==> src/rtl/serial_chunk_adder_pkg.sv <==
// Shared definitions for the serial arithmetic blocks: FSM state encodings
// and a clog2 helper used to size index counters.
package serial_chunk_adder_pkg;

  typedef enum logic [1:0] {
    ST_IDLE = 2'd0,
    ST_RUN  = 2'd1,
    ST_DONE = 2'd2
  } state_t;

  // Never returns less than 1 so a single-chunk design still gets a counter bit.
  function automatic int clog2_min1(input int n);
    int r;
    r = 0;
    while ((1 << r) < n) r++;
    return (r < 1) ? 1 : r;
  endfunction

endpackage

==> src/rtl/adder_chunk.sv <==
// Combinational CHUNK-bit ripple-carry adder built from full-adder cells.
module adder_chunk #(
  parameter int CHUNK = 4
) (
  input  logic [CHUNK-1:0] a,
  input  logic [CHUNK-1:0] b,
  input  logic             ci,
  output logic [CHUNK-1:0] s,
  output logic             co
);

  always_comb begin : ripple
    logic c;
    c = ci;
    s = '0;
    for (int i = 0; i < CHUNK; i++) begin
      s[i] = a[i] ^ b[i] ^ c;
      c    = (a[i] & b[i]) | (c & (a[i] ^ b[i]));
    end
    co = c;
  end

endmodule

==> src/rtl/serial_chunk_adder.sv <==
// Multi-cycle adder/subtractor: processes CHUNK bits per clock with the
// carry held in a register between cycles; start/done handshake.
module serial_chunk_adder
  import serial_chunk_adder_pkg::*;
#(
  parameter int WIDTH = 16,
  parameter int CHUNK = 4
) (
  input  logic             clk,
  input  logic             rst_n,
  input  logic             start,
  input  logic             sub,
  input  logic [WIDTH-1:0] a,
  input  logic [WIDTH-1:0] b,
  input  logic             cin,
  output logic             busy,
  output logic             done,
  output logic [WIDTH-1:0] s,
  output logic             cout,
  output logic             ovf
);

  localparam int NCHUNK = WIDTH / CHUNK;
  localparam int IDXW   = clog2_min1(NCHUNK);
  localparam logic [IDXW-1:0]  LAST_IDX   = IDXW'(NCHUNK - 1);
  localparam logic [WIDTH-1:0] CHUNK_MASK = WIDTH'({CHUNK{1'b1}});

  state_t           state, next_state;
  logic [IDXW-1:0]  idx;
  logic [WIDTH-1:0] a_r, b_r, s_r;
  logic             carry, cout_r, ovf_r;
  logic             load, step, last;
  logic [31:0]      base;
  logic [CHUNK-1:0] a_chunk, b_chunk, sum_chunk;
  logic             chunk_co;

  assign base    = 32'(idx) * 32'(CHUNK);
  assign a_chunk = CHUNK'(a_r >> base);
  assign b_chunk = CHUNK'(b_r >> base);

  adder_chunk #(.CHUNK(CHUNK)) u_chunk (
    .a  (a_chunk),
    .b  (b_chunk),
    .ci (carry),
    .s  (sum_chunk),
    .co (chunk_co)
  );

  always_ff @(posedge clk or negedge rst_n) begin
    if (!rst_n) state <= ST_IDLE;
    else        state <= next_state;
  end

  always_comb begin
    next_state = state;
    case (state)
      ST_IDLE: if (start) next_state = ST_RUN;
      ST_RUN:  if (idx == LAST_IDX) next_state = ST_DONE;
      ST_DONE: next_state = start ? ST_RUN : ST_IDLE;
      default: next_state = ST_IDLE;
    endcase
  end

  // DONE accepts a new start just like IDLE, allowing back-to-back operations.
  always_comb begin
    busy = (state == ST_RUN);
    done = (state == ST_DONE);
    step = (state == ST_RUN);
    load = start && ((state == ST_IDLE) || (state == ST_DONE));
    last = step && (idx == LAST_IDX);
  end

  // Subtraction is a + ~b + 1: B is inverted at load and the carry seeded to 1.
  always_ff @(posedge clk or negedge rst_n) begin
    if (!rst_n) begin
      a_r    <= '0;
      b_r    <= '0;
      s_r    <= '0;
      carry  <= 1'b0;
      cout_r <= 1'b0;
      ovf_r  <= 1'b0;
      idx    <= '0;
    end else if (load) begin
      a_r   <= a;
      b_r   <= b ^ {WIDTH{sub}};
      carry <= sub ? 1'b1 : cin;
      idx   <= '0;
    end else if (step) begin
      s_r   <= (s_r & ~(CHUNK_MASK << base)) | (WIDTH'(sum_chunk) << base);
      carry <= chunk_co;
      if (last) begin
        cout_r <= chunk_co;
        ovf_r  <= (a_r[WIDTH-1] == b_r[WIDTH-1]) &&
                  (sum_chunk[CHUNK-1] != a_r[WIDTH-1]);
      end else begin
        idx <= idx + IDXW'(1);
      end
    end
  end

  assign s    = s_r;
  assign cout = cout_r;
  assign ovf  = ovf_r;

endmodule
==> config.mk <==
export PLATFORM = sky130hd
export DESIGN_NAME = serial_chunk_adder
export DESIGN_NICKNAME = d
export VERILOG_FILES = /design/src/rtl/serial_chunk_adder_pkg.sv /design/src/rtl/adder_chunk.sv /design/src/rtl/serial_chunk_adder.sv
export SDC_FILE = /design/constraint.sdc
export NUM_CORES = 1
export LEC_CHECK = 0
export CAP_MARGIN = 15
export CORE_ASPECT_RATIO = 0.6
export CORE_UTILIZATION = 25
export DETAILED_ROUTE_END_ITERATION = 8
export DONT_BUFFER_PORTS = 1
export PLACE_DENSITY_LB_ADDON = 0.05
export SYNTH_ARGS = -nofsm -noshare
export SYNTH_HDL_FRONTEND = slang
export SYNTH_SLANG_ARGS = --single-unit
==> constraint.sdc <==
create_clock -name clk -period 4.55 [get_ports clk]
set_clock_uncertainty 0.1 [all_clocks]
set_input_delay 0.6825 -clock clk [delete_from_list [all_inputs] [get_ports clk]]
set_output_delay 0.6825 -clock clk [all_outputs]
set_load 0.01 [all_outputs]
==> flow_summary.yaml <==
outcome:
  status: "completed"
global_route:
  grt_max_degree: 56
  antenna_found_initial: 0
  grt_overflow: 0
  grt_pass1_vias: 1729
  grt_pass1_wl_um: 10200
  track_usage_pct: 13.0
setup_path:
  path_max_fanout: 7
  cpMostUsedCell: "fa_1"
  critPathMaxStageDelay_ns: 0.65
  crit_slowest_cell: "fa_1"
  cp-end-kind: "flop"
  crit_chain: "mux4_1 > fa_1 > fa_1 > fa_1 > fa_1 > and3b_1 > a21oi_1 > o21ai_0"
  critical_path_arrival_ns: 3.73
  critical_path_class: "reg -> reg"
  start_kind: "flop"
  worstPathRequired_ns: 4.61
detailed_routing:
  dr.pass1.iters: 6
  drt-total-wl_um: 6300
  wl_per_cell_um: 17.0
  vias: 1616
  drt_iter0_markers: 101
  drtAntennaViolNets: 0
  drc: 0
  vias_per_cell: 4.37
sta:
  fmax_ghz: 0.272
  hold_violations: 0
  tightest_slew_ns: 0.882
  maxSlewViolCount: 0
  rsz0062_at_grt: "no"
  finalCriticalPeriod_ns: 3.67
  finalCritPeriodShare_pct: 80.7
  setup_viol: 0
  setup_tns_ns: 0
  relSlewSlack_pct: 41.2
logic_synthesis:
  yosysWarnings: 0
  seq_area_frac_synth_pct: 53.1
  synth.distinct_cells: 30
  syn_inst: 235
  yosysTopAreaCellShare_pct: 53.1
  yosys-top-cells-area: "dfrtp_1 (53%), nand2_1 (11%), xnor2_1 (5.7%)"
  synth_top_cell_by_area: "dfrtp_1"
  ys_seq_elements: 55
  synth_nets: 280
  avgSynthCellArea_um2: 11.0
  synth_area_mm2: 0.00259
clock_tree:
  clkSinkCount: 55
  postCtsSetupBuffers: 0
  clk_pin_slew_ns: 0.07
  cts.root.buffer_cell: "clkbuf_16"
  cts_tree: "yes"
  clkLatencyLatePin_ns: 0.29
  cts_made_buffers: 5
  htree_levels: 2
  clock_path_buffers: 2
floorplan:
  core_mm2: 0.00995
  pin_count: 57
  die-area_mm2: 0.0108
  die_w_um: 133
  rows: 28
  die_h_um: 80.8
  initial_utilization_pct: 26.0
run:
  maxCapViolCount: 0
finish:
  syn_to_final_growth_pct: 12.1
  fin_util_pct: 29.2
  drive_gt1_share_pct: 9.79
  layout.nets: 279
  antenna_cells: 0
pwr:
  power_density_mw_per_mm2: 852
  ir_worst_vdd_v: 0.000332
  power_w: 0.00247
  p_leak_nw: 1.30
place:
  portBuffers: 0
  hpwlAfterDp_um: 4510
  place_congestion: 0.645
worst_hold_path:
  hp-class: "in -> async"
==> logic make-up (layout without fill, tap and decap cells) <==
family / count (synthesis) / in the layout / synth area share [%]
buffers and inverters: 16 / 16 / 3.77
and+or+nand+nor: 93 / 93 / 14.9
adders and majority gates: 8 / 8 / 5.02
muxes: 10 / 10 / 8.07
DFF: 55 / 55 / 53.1
xor gates and xnor gates: 17 / 17 / 5.75
AOI/OAI and AO/OA: 36 / 36 / 9.37
==> registers in the layout, indices dropped and copies added, names as in the netlist <==
register and flops:
s 16, a_r 16, carry 1, b_r 16, cout 1, ovf 1, state 2, idx 2
==> Yosys cell counts <==
library cell,count
mux2i_1,1
nand2_1,78
buf_6,2
nand2b_1,1
o21ai_0,10
a32o_1,12
or2_1,1
inv_2,1
buf_2,6
nor2_2,1
nor2b_1,2
nand2_2,1
o211ai_1,1
buf_4,4
dfrtp_1,55
nor2_1,5
nand3b_1,1
clkbuf_1,1
fa_1,4
xnor2_1,17
ha_1,4
inv_1,2
o21ai_1,12
and2b_1,1
mux4_2,6
mux2_1,1
a21oi_1,1
mux4_1,2
nor3b_2,1
and3b_1,1
==> path summary, 6_finish.rpt <==
kind / startpoint / endpoint / slack, ns / cells after the start
max in group asynchronous: rst_n / b_r[6] / 3.97 / 1
min reg2reg: a_r[7] / a_r[7] / 0.38 / 2
min in group clk: a_r[7] / a_r[7] / 0.38 / 2
max: idx[0] / ovf / 0.88 / 8
min: rst_n / a_r[3] / 0.15 / 1
max reg2reg: idx[0] / ovf / 0.88 / 8
==> cell type report <==
type	count	area, µm²
repair buffers	5	57.6
well taps	135	169
flip-flops and latches	55	1380
clock inverters	2	35.0
multi-input cells	164	1120
clock buffers	6	139
fillers	1049	7050
inverters	3	11.3
==> routing by layer <==
metal / up-vias / GRT usage (%) / part of all wire [%]
met5: - / 0 / 0
met4: 0 / 3.41 / 0.95
met1: 781 / 19.2 / 54
li1: 788 / - / -
met2: 39 / 17.8 / 39
met3: 8 / 4.12 / 5.4
==> power breakdown <==
| group | internal [W] | total [W] | switching, W |
|---|---|---|---|
| logic | 0.000474 | 0.00109 | 0.000615 |
| registers | 0.000723 | 0.000936 | 0.000212 |
| clock network | 0.000274 | 0.000449 | 0.000175 |
==> what timing repair did <==
action | in CTS | in global routing
gates resized for setup | 0 | 0
hold endpoints to repair | 55 | 0
hold buffers | 1 | 0
endpoints found under the setup margin | 0 | 0
==> cell usage in the layout, fill, tap and decap left out, types with 2 or more instances in the layout <==
cell	Yosys	routed
nand2_1	78	78
dfrtp_1	55	55
xnor2_1	17	17
o21ai_1	12	12
a32o_1	12	12
o21ai_0	10	10
mux4_2	6	6
nor2_1	5	5
clkbuf_16	0	5
fa_1	4	4
ha_1	4	4
buf_4	4	4
inv_1	2	2
mux4_1	2	2
nor2b_1	2	2
==> worst max-delay path, delay by kind of cell (launching register included) <==
| family | cells | cell delay (ns) |
|---|---|---|
| muxes | 1 | 0.64 |
| and+or+nand+nor | 1 | 0.21 |
| AOI/OAI and AO/OA | 2 | 0.19 |
| adders and majority gates | 4 | 1.83 |
| DFF | 1 | 0.56 |
==> metrics by stage <==
stage,cells,area (µm²),hold WS [ns],setup slack (ns)
floorplan,235,2590,0.287,1.09
global placement,361,2700,0.289,0.920
detailed placement,361,2700,0.290,0.872
CTS,370,2900,0.157,0.863
global route,370,2900,0.166,0.701
finish,370,2900,0.153,0.880
(Power assumes the default switching activity.)
